**config.mk**
```make
export PLATFORM = sky130hd
export DESIGN_NAME = uart_tx
export DESIGN_NICKNAME = d
export VERILOG_FILES = /design/src/rtl/uart_tx_pkg.sv /design/src/rtl/uart_tx.sv
export SDC_FILE = /design/constraint.sdc
export NUM_CORES = 1
export LEC_CHECK = 0
export CAP_MARGIN = 25
export CORE_MARGIN = 4
export CORE_UTILIZATION = 40
export DETAILED_ROUTE_END_ITERATION = 7
export SLEW_MARGIN = 20
export SYNTH_ARGS = -nofsm -noshare
export SYNTH_HDL_FRONTEND = slang
export SYNTH_SLANG_ARGS = --single-unit
```
**constraint.sdc**
```tcl
create_clock -name i_clock -period 5.1 [get_ports i_clock]
set_input_delay 1.02 -clock i_clock [delete_from_list [all_inputs] [get_ports i_clock]]
set_output_delay 1.02 -clock i_clock [all_outputs]
set_load 0.005 [all_outputs]
```
**src/rtl/uart_tx_pkg.sv**
```systemverilog
// Shared constants and state encoding for the UART transmitter.
package uart_tx_pkg;

   localparam int TICKS_PER_BIT = 16;

   typedef enum logic [2:0] {
      ST_IDLE   = 3'd0,
      ST_START  = 3'd1,
      ST_DATA   = 3'd2,
      ST_PARITY = 3'd3,
      ST_STOP   = 3'd4
   } state_e;

endpackage

```
**src/rtl/uart_tx.sv**
```systemverilog
// UART transmitter: start bit, LSB-first data, optional even parity, stop period.
// Optional parity bit is built in when UART_TX_PARITY_EN is defined.
//
// state     | meaning
// ----------+------------------------------------------------
// ST_IDLE   | line high, waiting for i_tx_start
// ST_START  | driving start bit (low) for one bit period
// ST_DATA   | driving shreg[0], NB_DATA bit periods
// ST_PARITY | driving even parity of the latched word
// ST_STOP   | line high for N_TICKS_TO_STOP ticks, then done pulse
module uart_tx
   import uart_tx_pkg::*;
#(
   parameter int NB_DATA         = 8,
   parameter int NB_STATE        = 3,
   parameter int NB_COUNT        = 4,
   parameter int NB_DATA_COUNT   = 4,
   parameter int N_TICKS_TO_STOP = 16
) (
   input  logic               i_clock,
   input  logic               i_reset,
   input  logic               i_tick,
   input  logic               i_tx_start,
   input  logic [NB_DATA-1:0] i_data,
   output logic               o_tx,
   output logic               o_tx_done_tick,
   output logic               o_busy
);

   // Counter must also hold the stop period, which may span two bit times.
   localparam int CNT_W = (NB_COUNT > $clog2(N_TICKS_TO_STOP)) ? NB_COUNT : $clog2(N_TICKS_TO_STOP);
   localparam logic [CNT_W-1:0]         BIT_LAST  = CNT_W'(TICKS_PER_BIT - 1);
   localparam logic [CNT_W-1:0]         STOP_LAST = CNT_W'(N_TICKS_TO_STOP - 1);
   localparam logic [NB_DATA_COUNT-1:0] IDX_LAST  = NB_DATA_COUNT'(NB_DATA - 1);

   if (NB_STATE != $bits(state_e)) begin : g_bad_state_width
      $error("NB_STATE does not match the state encoding width");
   end

   state_e                   state_q, state_d;
   logic [CNT_W-1:0]         cnt_q, cnt_d;
   logic [NB_DATA_COUNT-1:0] idx_q, idx_d;
   logic [NB_DATA-1:0]       shreg_q, shreg_d;
   logic                     tx_q, tx_d;
   logic                     done_q, done_d;
   logic                     busy_q, busy_d;
`ifdef UART_TX_PARITY_EN
   logic                     par_q, par_d;
`endif

   always_ff @(posedge i_clock or negedge i_reset) begin
      if (!i_reset) begin
         state_q <= ST_IDLE;
         cnt_q   <= '0;
         idx_q   <= '0;
         shreg_q <= '0;
         tx_q    <= 1'b1;
         done_q  <= 1'b0;
         busy_q  <= 1'b0;
`ifdef UART_TX_PARITY_EN
         par_q   <= 1'b0;
`endif
      end else begin
         state_q <= state_d;
         cnt_q   <= cnt_d;
         idx_q   <= idx_d;
         shreg_q <= shreg_d;
         tx_q    <= tx_d;
         done_q  <= done_d;
         busy_q  <= busy_d;
`ifdef UART_TX_PARITY_EN
         par_q   <= par_d;
`endif
      end
   end

   // Timing uses a down-counter; each state ends on the tick seen at terminal count zero.
   always_comb begin
      state_d = state_q;
      cnt_d   = cnt_q;
      idx_d   = idx_q;
      shreg_d = shreg_q;
      done_d  = 1'b0;
`ifdef UART_TX_PARITY_EN
      par_d   = par_q;
`endif
      case (state_q)
         ST_IDLE: begin
            if (i_tx_start) begin
               shreg_d = i_data;
               cnt_d   = BIT_LAST;
               state_d = ST_START;
`ifdef UART_TX_PARITY_EN
               par_d   = ^i_data;
`endif
            end
         end
         ST_START: begin
            if (i_tick) begin
               if (cnt_q == '0) begin
                  cnt_d   = BIT_LAST;
                  idx_d   = '0;
                  state_d = ST_DATA;
               end else begin
                  cnt_d = cnt_q - 1'b1;
               end
            end
         end
         ST_DATA: begin
            if (i_tick) begin
               if (cnt_q == '0) begin
                  cnt_d   = BIT_LAST;
                  shreg_d = shreg_q >> 1;
                  if (idx_q == IDX_LAST) begin
                     idx_d = '0;
`ifdef UART_TX_PARITY_EN
                     state_d = ST_PARITY;
`else
                     cnt_d   = STOP_LAST;
                     state_d = ST_STOP;
`endif
                  end else begin
                     idx_d = idx_q + 1'b1;
                  end
               end else begin
                  cnt_d = cnt_q - 1'b1;
               end
            end
         end
`ifdef UART_TX_PARITY_EN
         ST_PARITY: begin
            if (i_tick) begin
               if (cnt_q == '0) begin
                  cnt_d   = STOP_LAST;
                  state_d = ST_STOP;
               end else begin
                  cnt_d = cnt_q - 1'b1;
               end
            end
         end
`endif
         ST_STOP: begin
            if (i_tick) begin
               if (cnt_q == '0) begin
                  state_d = ST_IDLE;
                  done_d  = 1'b1;
               end else begin
                  cnt_d = cnt_q - 1'b1;
               end
            end
         end
         default: begin
            state_d = ST_IDLE;
            cnt_d   = '0;
            idx_d   = '0;
         end
      endcase
   end

   // Outputs are decoded from the next state so the line is registered with the state.
   always_comb begin
      tx_d = 1'b1;
      case (state_d)
         ST_START: tx_d = 1'b0;
         ST_DATA:  tx_d = shreg_d[0];
`ifdef UART_TX_PARITY_EN
         ST_PARITY: tx_d = par_d;
`endif
         default:  tx_d = 1'b1;
      endcase
      busy_d = (state_d != ST_IDLE);
   end

   assign o_tx           = tx_q;
   assign o_tx_done_tick = done_q;
   assign o_busy         = busy_q;

endmodule

```
After elaboration in Yosys (flattened, before gate mapping)

Index checks and enable logic that the tools add are counted.

Add/sub/neg operators: 2
Eq/ne operators: 14
Mux-type cells: 29
Reduce and logical (&&, ||, !) cells: 9
Bitwise operators: 1

Operators with widths:

| kind                                              | count |
|---|---|
| 2-to-1 mux 4 bit                                  | 10 |
| 2-to-1 mux 3 bit                                  | 8 |
| 2-to-1 mux 8 bit                                  | 3 |
| one-hot mux 4 bit (3 select lines)                | 2 |
| one-hot mux 8 bit (2 select lines)                | 1 |
| != test 2 bit (second input constant)             | 7 |
| one-hot mux 3 bit (4 select lines)                | 1 |
| AND reduction 4 bit                               | 2 |
| == test 3 x 1 -> 1 bit (second input constant)    | 2 |
| == test 3 x 2 -> 1 bit (second input constant)    | 2 |
| AND reduction 5 bit                               | 1 |
| adder 4 x 1 -> 4 bit (second input constant)      | 1 |
| == test 4 x 3 -> 1 bit (second input constant)    | 1 |
| zero test 4 bit                                   | 1 |
| OR reduction 2 bit                                | 2 |
| subtractor 4 x 1 -> 4 bit (second input constant) | 1 |
| == test 3 bit (second input constant)             | 1 |
| zero test 3 bit                                   | 1 |
| 2-to-1 mux 1 bit                                  | 3 |
| nonzero test 3 bit                                | 1 |
| != test 2 x 1 -> 1 bit (second input constant)    | 1 |
| one-hot mux 1 bit (2 select lines)                | 1 |
| nonzero test 2 bit                                | 1 |
| inverter 1 bit                                    | 1 |

Word-level logic and storage cells: 63
Output and inout port bits: 3
Register bits after elaboration: 22
Bits of input ports: 12

Longest topological paths before layout

Gate-level depths: netlist (run 1).

Word-level depth: 7
Mapped depth: 6
Depth with buffers taken out: 6

Worst setup path before layout (run 1)

Ideal clock, no wire load.

Path kind: input-to-reg
Start point: in i_tick
End point: reg cnt_q[2]
Setup time: 0.124 ns
Buffers on the path: 0
Path slack: 2.947 ns
Arrival: 2.029 ns
Cell stages on the path: 4
Required time: 4.976 ns
Cell sequence: or4b_1 o311ai_2 nor4b_1 a211o_1

Word-level cells in the longest chain between the ends: 2
Elaborated cells on any way between the ends: 3
Classes of those cells: eq/ne (2); reduce/logical (1)

RTL lines:

| element                                                           | RTL line      | RTL |
|---|---|---|
| from (decl)                                                       | uart_tx.sv:22 | `input logic i_tick,` |
| != test 2 bit (no line) or != test 2 x 1 -> 1 bit (tied branches) | n/a           |  |
| AND reduction 4 bit (no line) *                                   | n/a           |  |
| to (signal assigned)                                              | uart_tx.sv:65 | `cnt_q <= cnt_d;` |
| to (decl)                                                         | uart_tx.sv:41 | `logic [CNT_W-1:0] cnt_q, cnt_d;` |

Every way passes the cells marked *; elsewhere a longest branch is shown, timed or not.
A chain may end at the register's enable or synchronous reset.

Worst setup path after layout (run 1)

Same ends and word-level chain as after synthesis.

==> key figures, run 1 <==
Status
  – Outcome: complete, no violations

Clock tree
  – Sink Count: 22
  – CTS root buf: clkbuf_4
  – Hold_buf cts: 0
  – Htree depth: 1
  – CTS tree: done
  – Clock Path Buffers: 2
  – CTS Buf Count: 3
  – Post-CTS Resized: 0
  – Clock slew at reported path FFs: 120 ps
  – Postcts setup bufs: 0
  – Clock latency on the worst-skew pair: 310 ps

Timing
  – Fmax achieved: 414 MHz
  – Fin Setup TNS: 0 ps
  – Tcrit/Tclk final: 47.4%
  – Max-slew violation count: 0
  – # setup viols final: 0
  – Normalized max-slew margin: 61.8%
  – Final hold slack: approximately 490 ps
  – Period minus WS final: 2420 ps
  – RSZ-0062 raised after global routing: no
  – Final Skew: 9.84 ps
  – Worst Max-Slew Pin Slew: 571 ps
  – Final Hold Violating Endpoints: 0

Die
  – Initial Utilization: 42.5%
  – # rows: 19
  – Die Ht: 62.3 um
  – Die footprint: 3890 um2
  – Die width: between 60 and 70 um
  – Core area: 2780 um2
  – Ports: 15

Power and ir drop
  – Peak supply drop: between 200 and 250 uV
  – Leak pwr: around 0.58 nW
  – Power density over the cells: 388 nW/um2

Finish
  – Finished Layout Cells: 165
  – Area grow syn2layout: 15.8%
  – Layout cell share with drive strength beyond 1: roughly 9.7%
  – Nets@finish: 149
  – Filler cells: ~260
  – Antenna Cells: 0

Min path
  – Hold_sp: shreg_q[0]
  – Hold WC Path Type: register to register
  – Hold Path Depth: 2
  – Hold Path Sink: shreg_q[0]

Routing
  – Routed len/inst: 14.8 um
  – Final wirelength: 2440 um
  – Final antenna-violating net count: 0
  – DR iter-0 viols: 38
  – DRC errors left: 0
  – Via count: 941
  – Drt first pass iters: 4
  – Via/cell ratio: approximately 5.7

Synth
  – Synth unique cells: 41
  – Main synth FF type: dfrtp_1
  – Post-Syn Area per Cell: between 9 and 10 um2
  – Cell Area, Synth: between 1000 and 1500 um2
  – Number of synthesized flops with an enable pin: 0
  – Cells after Synth: 119
  – Async S/R FF share, synth: 100%
  – Net Count, Synth: 133
  – Yosys Warn Count: 0
  – Seq cells post-synth: 22
  – Sequential fraction of the synthesis area: 46.7%

Setup path
  – Maximum fanout along the worst path: 7
  – Worst R2R Path Depth: 6
  – FF-to-FF End: idx_q[3]
  – Critical path class: primary input to register
  – Worst Path Required: 5320 ps
  – Critical path arrival: roughly 2600 ps
  – Worst reg2reg path startpoint: cnt_q[0]
  – CP Capture Type: register
  – R2R setup slack: 3180 ps
  – Crit path launch type: primary input

Placed design
  – IO Port Bufs: 14
  – Detailed placer's ending HPWL: approximately 1800 um
  – GP Congestion: 0.838
  – Number of instances in the placed design: 161

Global routing
  – Vias in the first global route: 925
  – Overall Global Routing Usage: 13.4%
  – Antenna violations before repair: 0
  – GRT overflow: 0
  – First-pass GRT wire length: between 4000 and 5000 um
  – Pin count of the biggest net entering global routing: 23

Flow run
  – Max-Cap Viols: 0
==> cells in the final DEF (no fill, tap or decap), types with 2 or more instances in the layout <==
cell type and instances:
a21oi_1 8, a22oi_1 6, and2_1 4, clkbuf_4 3, clkdlybuf4s50_1 13, dfrtp_1 21
ha_1 2, inv_1 4, nand2_1 21, nand3_1 3, nor2_1 4, nor3_1 3
nor3b_1 2, o21ai_0 7, o31ai_1 4, or4_1 2, or4b_1 2
==> state kept, by name, indices dropped and copies added (netlist names) <==
name / cells
idx_q: 4
o_busy: 1
o_tx: 1
state_q: 3
cnt_q: 4
o_tx_done_tick: 1
shreg_q: 8
==> metrics by stage <==
| stage | setup WS [ps] | utilization (%) | power [mW] | area (um2) |
|---|---|---|---|---|
| finish | 2680 | 49.2 | 0.530 | 1370 |
| global route | 2510 | 49.2 | 0.572 | 1370 |
| CTS | 2680 | 49.3 | 0.539 | 1370 |
| detailed placement | 2330 | 48.0 | 0.440 | 1340 |
| global placement | 2370 | 48.0 | 0.435 | 1340 |
| floorplan | 2950 | - | 0.385 | 1180 |
==> cells in the mapped netlist (all sizes together) (2+ instances only) <==
| cell type | n | area, um2 |
|---|---|---|
| dfrtp | 21 | 526 |
| nand2 | 21 | 78.8 |
| a21oi | 9 | 48.8 |
| o21ai | 8 | 40.0 |
| a22oi | 6 | 45.0 |
| nor2 | 5 | 26.3 |
| and2 | 4 | 25.0 |
| inv | 4 | 15.0 |
| o31ai | 4 | 30.0 |
| nand3 | 3 | 15.0 |
| nor3 | 3 | 15.0 |
| buf | 2 | 16.3 |
| ha | 2 | 25.0 |
| nor3b | 2 | 15.0 |
| nor4b | 2 | 32.5 |
| or3b | 2 | 20.0 |
| or4 | 2 | 15.0 |
| or4b | 2 | 20.0 |
==> layer usage <==
layer  wire, um  vias to the layer above  share of wire [%]  GRT usage [%]
met2       1110                       20                 46           20.2
li1           -                      471                  -              -
met3         92                        5                3.8           3.06
met4         48                        0                2.0           6.37
met1       1190                      445                 49           17.9
met5          0                        -                  0              0
==> worst max-delay path, stage by stage <==
cell             delay [ps]
clkdlybuf4s50_1         510
or4b_1                  570
o311ai_2                160
nor4b_1                 100
a211o_1                 270
==> worst max-delay path by stage <==
stage                     slack, ps       end    from  depth (start not counted)
after floorplan                2950  cnt_q[2]  i_tick                          4
after global placement         2370  cnt_q[2]  i_tick                          5
after detailed placement       2330  cnt_q[2]  i_tick                          5
after CTS                      2680  idx_q[3]  i_tick                          5
after global routing           2510  idx_q[3]  i_tick                          5
final                          2680  cnt_q[2]  i_tick                          5
==> final cells by class <==
type                            count  area (um2)  share of cell area, %
Clock buffer                        4        36.3                   2.65
Sequential cell                    22         552                   40.3
Inverter                            4        15.0                   1.10
Timing Repair Buffer               14         135                   9.88
Tap cell                           31        38.8                   2.84
Multi-Input combinational cell     90         591                   43.2
==> where the power goes <==
part           internal, mW  switching [mW]
registers             0.228          0.0480
clock network        0.0436          0.0521
logic                0.0819          0.0769
total                 0.353           0.177
==> cell families (layout without fill, tap and decap cells) <==
logic type / after synthesis / count (layout) / share of synthesized area, %
buffers and inverters: 7 / 22 / 3.28
adder cells (fa/ha/maj): 2 / 2 / 2.12
AND/OR/NAND/NOR: 52 / 52 / 26.5
AO/OA/AOI/OAI: 35 / 35 / 20.7
flip-flops: 22 / 22 / 46.7
XOR/XNOR: 1 / 1 / 0.742
Note: power is estimated with default switching activity, not from simulation.
==> run 2, diff against run 1 <==
- clock period: 5.1 -> 2.4 ns (I/O delays scaled with it)
==> run 2 against run 1 <==
Compared with the run above: setup slack got worse by 2200 ps; die area did not move; core utilization rose by 1.3 points; power rose by 130%; global-route usage rose by 0.57 points; via count rose by 3.5%; non-clock buffer count rose by 2.
==> key figures, run 2 (synthesized netlist as in run 1, its figures left out) <==
Status
  – Outcome: complete, no violations

Setup path
  – Setup crit start: cnt_q[0]
  – Critical path class: register to register
  – CP Capture Type: register
  – Worst Path Required: 2640 ps (-2680 ps)
  – FF-to-FF End: idx_q[3]
  – Maximum fanout along the worst path: 6 (-1)
  – Crit path launch type: register
  – Worst reg2reg path startpoint: cnt_q[0]
  – Critical path arrival: 2150 ps (-480 ps)
  – R2R setup slack: 490 ps (-2690 ps)
  – Setup crit end: idx_q[3]
  – Worst R2R Path Depth: 6 (unchanged)

Routing
  – Routed len/inst: 14.8 um (about the same)
  – Via count: 974 (+3.5%)
  – DR iter-0 viols: 53 (+39%)
  – Final wirelength: 2470 um (+1.2%)
  – DRC errors left: 0 (unchanged)
  – Final antenna-violating net count: 0 (unchanged)
  – Drt first pass iters: 5 (+1)
  – Via/cell ratio: 5.83 (+2.3%)

Global routing
  – Antenna violations before repair: 0 (unchanged)
  – Overall Global Routing Usage: 13.9% (+0.57 points)
  – Vias in the first global route: 980 (+5.9%)
  – GRT overflow: 0 (unchanged)
  – First-pass GRT wire length: 4370 um (+3.4%)
  – Pin count of the biggest net entering global routing: 23 (unchanged)

Timing
  – Fmax achieved: 523 MHz
  – Final Hold Violating Endpoints: 0 (unchanged)
  – RSZ-0062 raised after global routing: no
  – Period minus WS final: 1910 ps
  – Fin Setup TNS: 0 ps (unchanged)
  – Final Skew: 9.15 ps (-0.689 ps)
  – Tcrit/Tclk final: between 70% and 80%
  – Normalized max-slew margin: 60.4% (-1.4 points)
  – # setup viols final: 0 (unchanged)
  – Max-slew violation count: 0 (unchanged)
  – Worst Max-Slew Pin Slew: 589 ps (+18.3 ps)

Placed design
  – Detailed placer's ending HPWL: 1800 um (+0.77%)
  – DP Area: 1350 um2 (+1.1%)
  – IO Port Bufs: 14 (unchanged)
  – Number of instances in the placed design: 163 (+1.2%)
  – GP Congestion: 0.834 (-0.51%)

Finish
  – Layout cell share with drive strength beyond 1: 10.3% (+0.59 points)
  – Antenna Cells: 0 (unchanged)
  – Storage cell area: 552 um2 (unchanged)
  – Filler cells: 253 (-3.8%)
  – Area grow syn2layout: 18.9%
  – Top flop regs: shreg_q x8, cnt_q x4, idx_q x4
  – Fin area: 1400 um2 (+2.7%)
  – Finished Layout Cells: 167 (+1.2%)
  – Max FFs per register: 8 (unchanged)
  – Most frequent cells in the layout: nand2_1 (21), dfrtp_1 (21), clkdlybuf4s50_1 (14)
  – Register bank with the most flops: shreg_q
  – Nets@finish: 151 (+1.3%)
  – Footprint of the multi-input gates: 591 um2 (unchanged)

Clock tree
  – Hold_buf cts: 0 (unchanged)
  – Post-CTS Resized: 0 (unchanged)
  – Clock Path Buffers: 2 (unchanged)
  – CTS root buf: clkbuf_4
  – Sink Count: 22 (unchanged)
  – Clock latency on the worst-skew pair: 310 ps (about the same)
  – Htree depth: 1 (unchanged)
  – CTS Buf Count: 3 (unchanged)
  – CTS tree: done
  – Postcts setup bufs: 0 (unchanged)
  – Clock slew at reported path FFs: 130 ps (about the same)

Die
  – # rows: 19 (unchanged)
  – Ports: 15 (unchanged)
  – Die width: 62.3 um (unchanged)
  – Initial Utilization: 42.5% (unchanged)
  – Die Ht: 62.3 um (unchanged)
  – Die footprint: 3890 um2 (unchanged)
  – Core area: 2780 um2 (unchanged)

Power and ir drop
  – Power density over the cells: 868 nW/um2 (+120%)
  – Leak pwr: 0.597 nW (+2.9%)
  – Peak supply drop: 500 uV (+110%)
  – Cell-internal power: 0.832 mW (+140%)
  – Combinational share of power: 28.5% (-1.5 points)
  – Total power: 1.22 mW (+130%)
  – Power share of the sequential group: 48.1% (-3.9 points)
  – Psw: 0.387 mW (+120%)
  – Clock Power Share: 23.4% (+5.3 points)
  – Switching share of power: 31.8% (-1.6 points)

Flow run
  – Max-Cap Viols: 0 (unchanged)

Min path
  – Hold WC Path Type: primary input to async pin
## run 2: how the worst min path moves through the flow
stage,startpoint,to,slack (ps),depth (start not counted)
6_report,i_reset,idx_q[0],490,2
5_1_grt,i_reset,idx_q[0],510,2
4_1_cts,i_reset,idx_q[0],500,2
3_5_place_dp,shreg_q[4],shreg_q[4],470,2
3_3_place_gp,idx_q[3],idx_q[3],460,1
2_1_floorplan,i_reset,cnt_q[0],180,0
## run 2: layout make-up
class                           instances  share of cell area, %
Clock buffer                            3                   1.60
Clock inverter                          1                   2.14
Sequential cell                        22                   39.3
Multi-Input combinational cell         90                   42.1
Inverter                                4                   1.07
Tap cell                               31                   2.76
Timing Repair Buffer                   16                   11.1
## run 2: critical path, stage by stage (launching register included)
cell and delay (ps):
dfrtp_1 410, inv_1 60, ha_1 260, and4bb_1 270, o31ai_1 540, o21ai_0 200, o31ai_1 90
## run 2: routing by layer
| layer | vias to the layer above | global-route usage [%] | wire (um) |
|---|---|---|---|
| li1 | 477 | - | - |
| met3 | 2 | 3.06 | 150 |
| met1 | 470 | 18.0 | 1180 |
| met4 | 0 | 6.10 | 19 |
| met2 | 25 | 22.2 | 1130 |
| met5 | - | 0 | 0 |
## run 2: power groups by stage
stage | logic, mW | clock network, mW | registers (mW)
after CTS | 0.350 | 0.295 | 0.584
after global routing | 0.395 | 0.315 | 0.605
after global placement | 0.348 | 0 | 0.589
after floorplan | 0.263 | 0 | 0.555
final | 0.348 | 0.286 | 0.586
after detailed placement | 0.346 | 0 | 0.592
## run 2: through the flow
step,setup slack [ps],utilization (%),hold slack (ps)
after floorplan,769,-,184
after global placement,212,48.6,462
after detailed placement,188,48.6,468
after CTS,485,50.5,495
after global routing,250,50.5,505
final,489,50.5,487
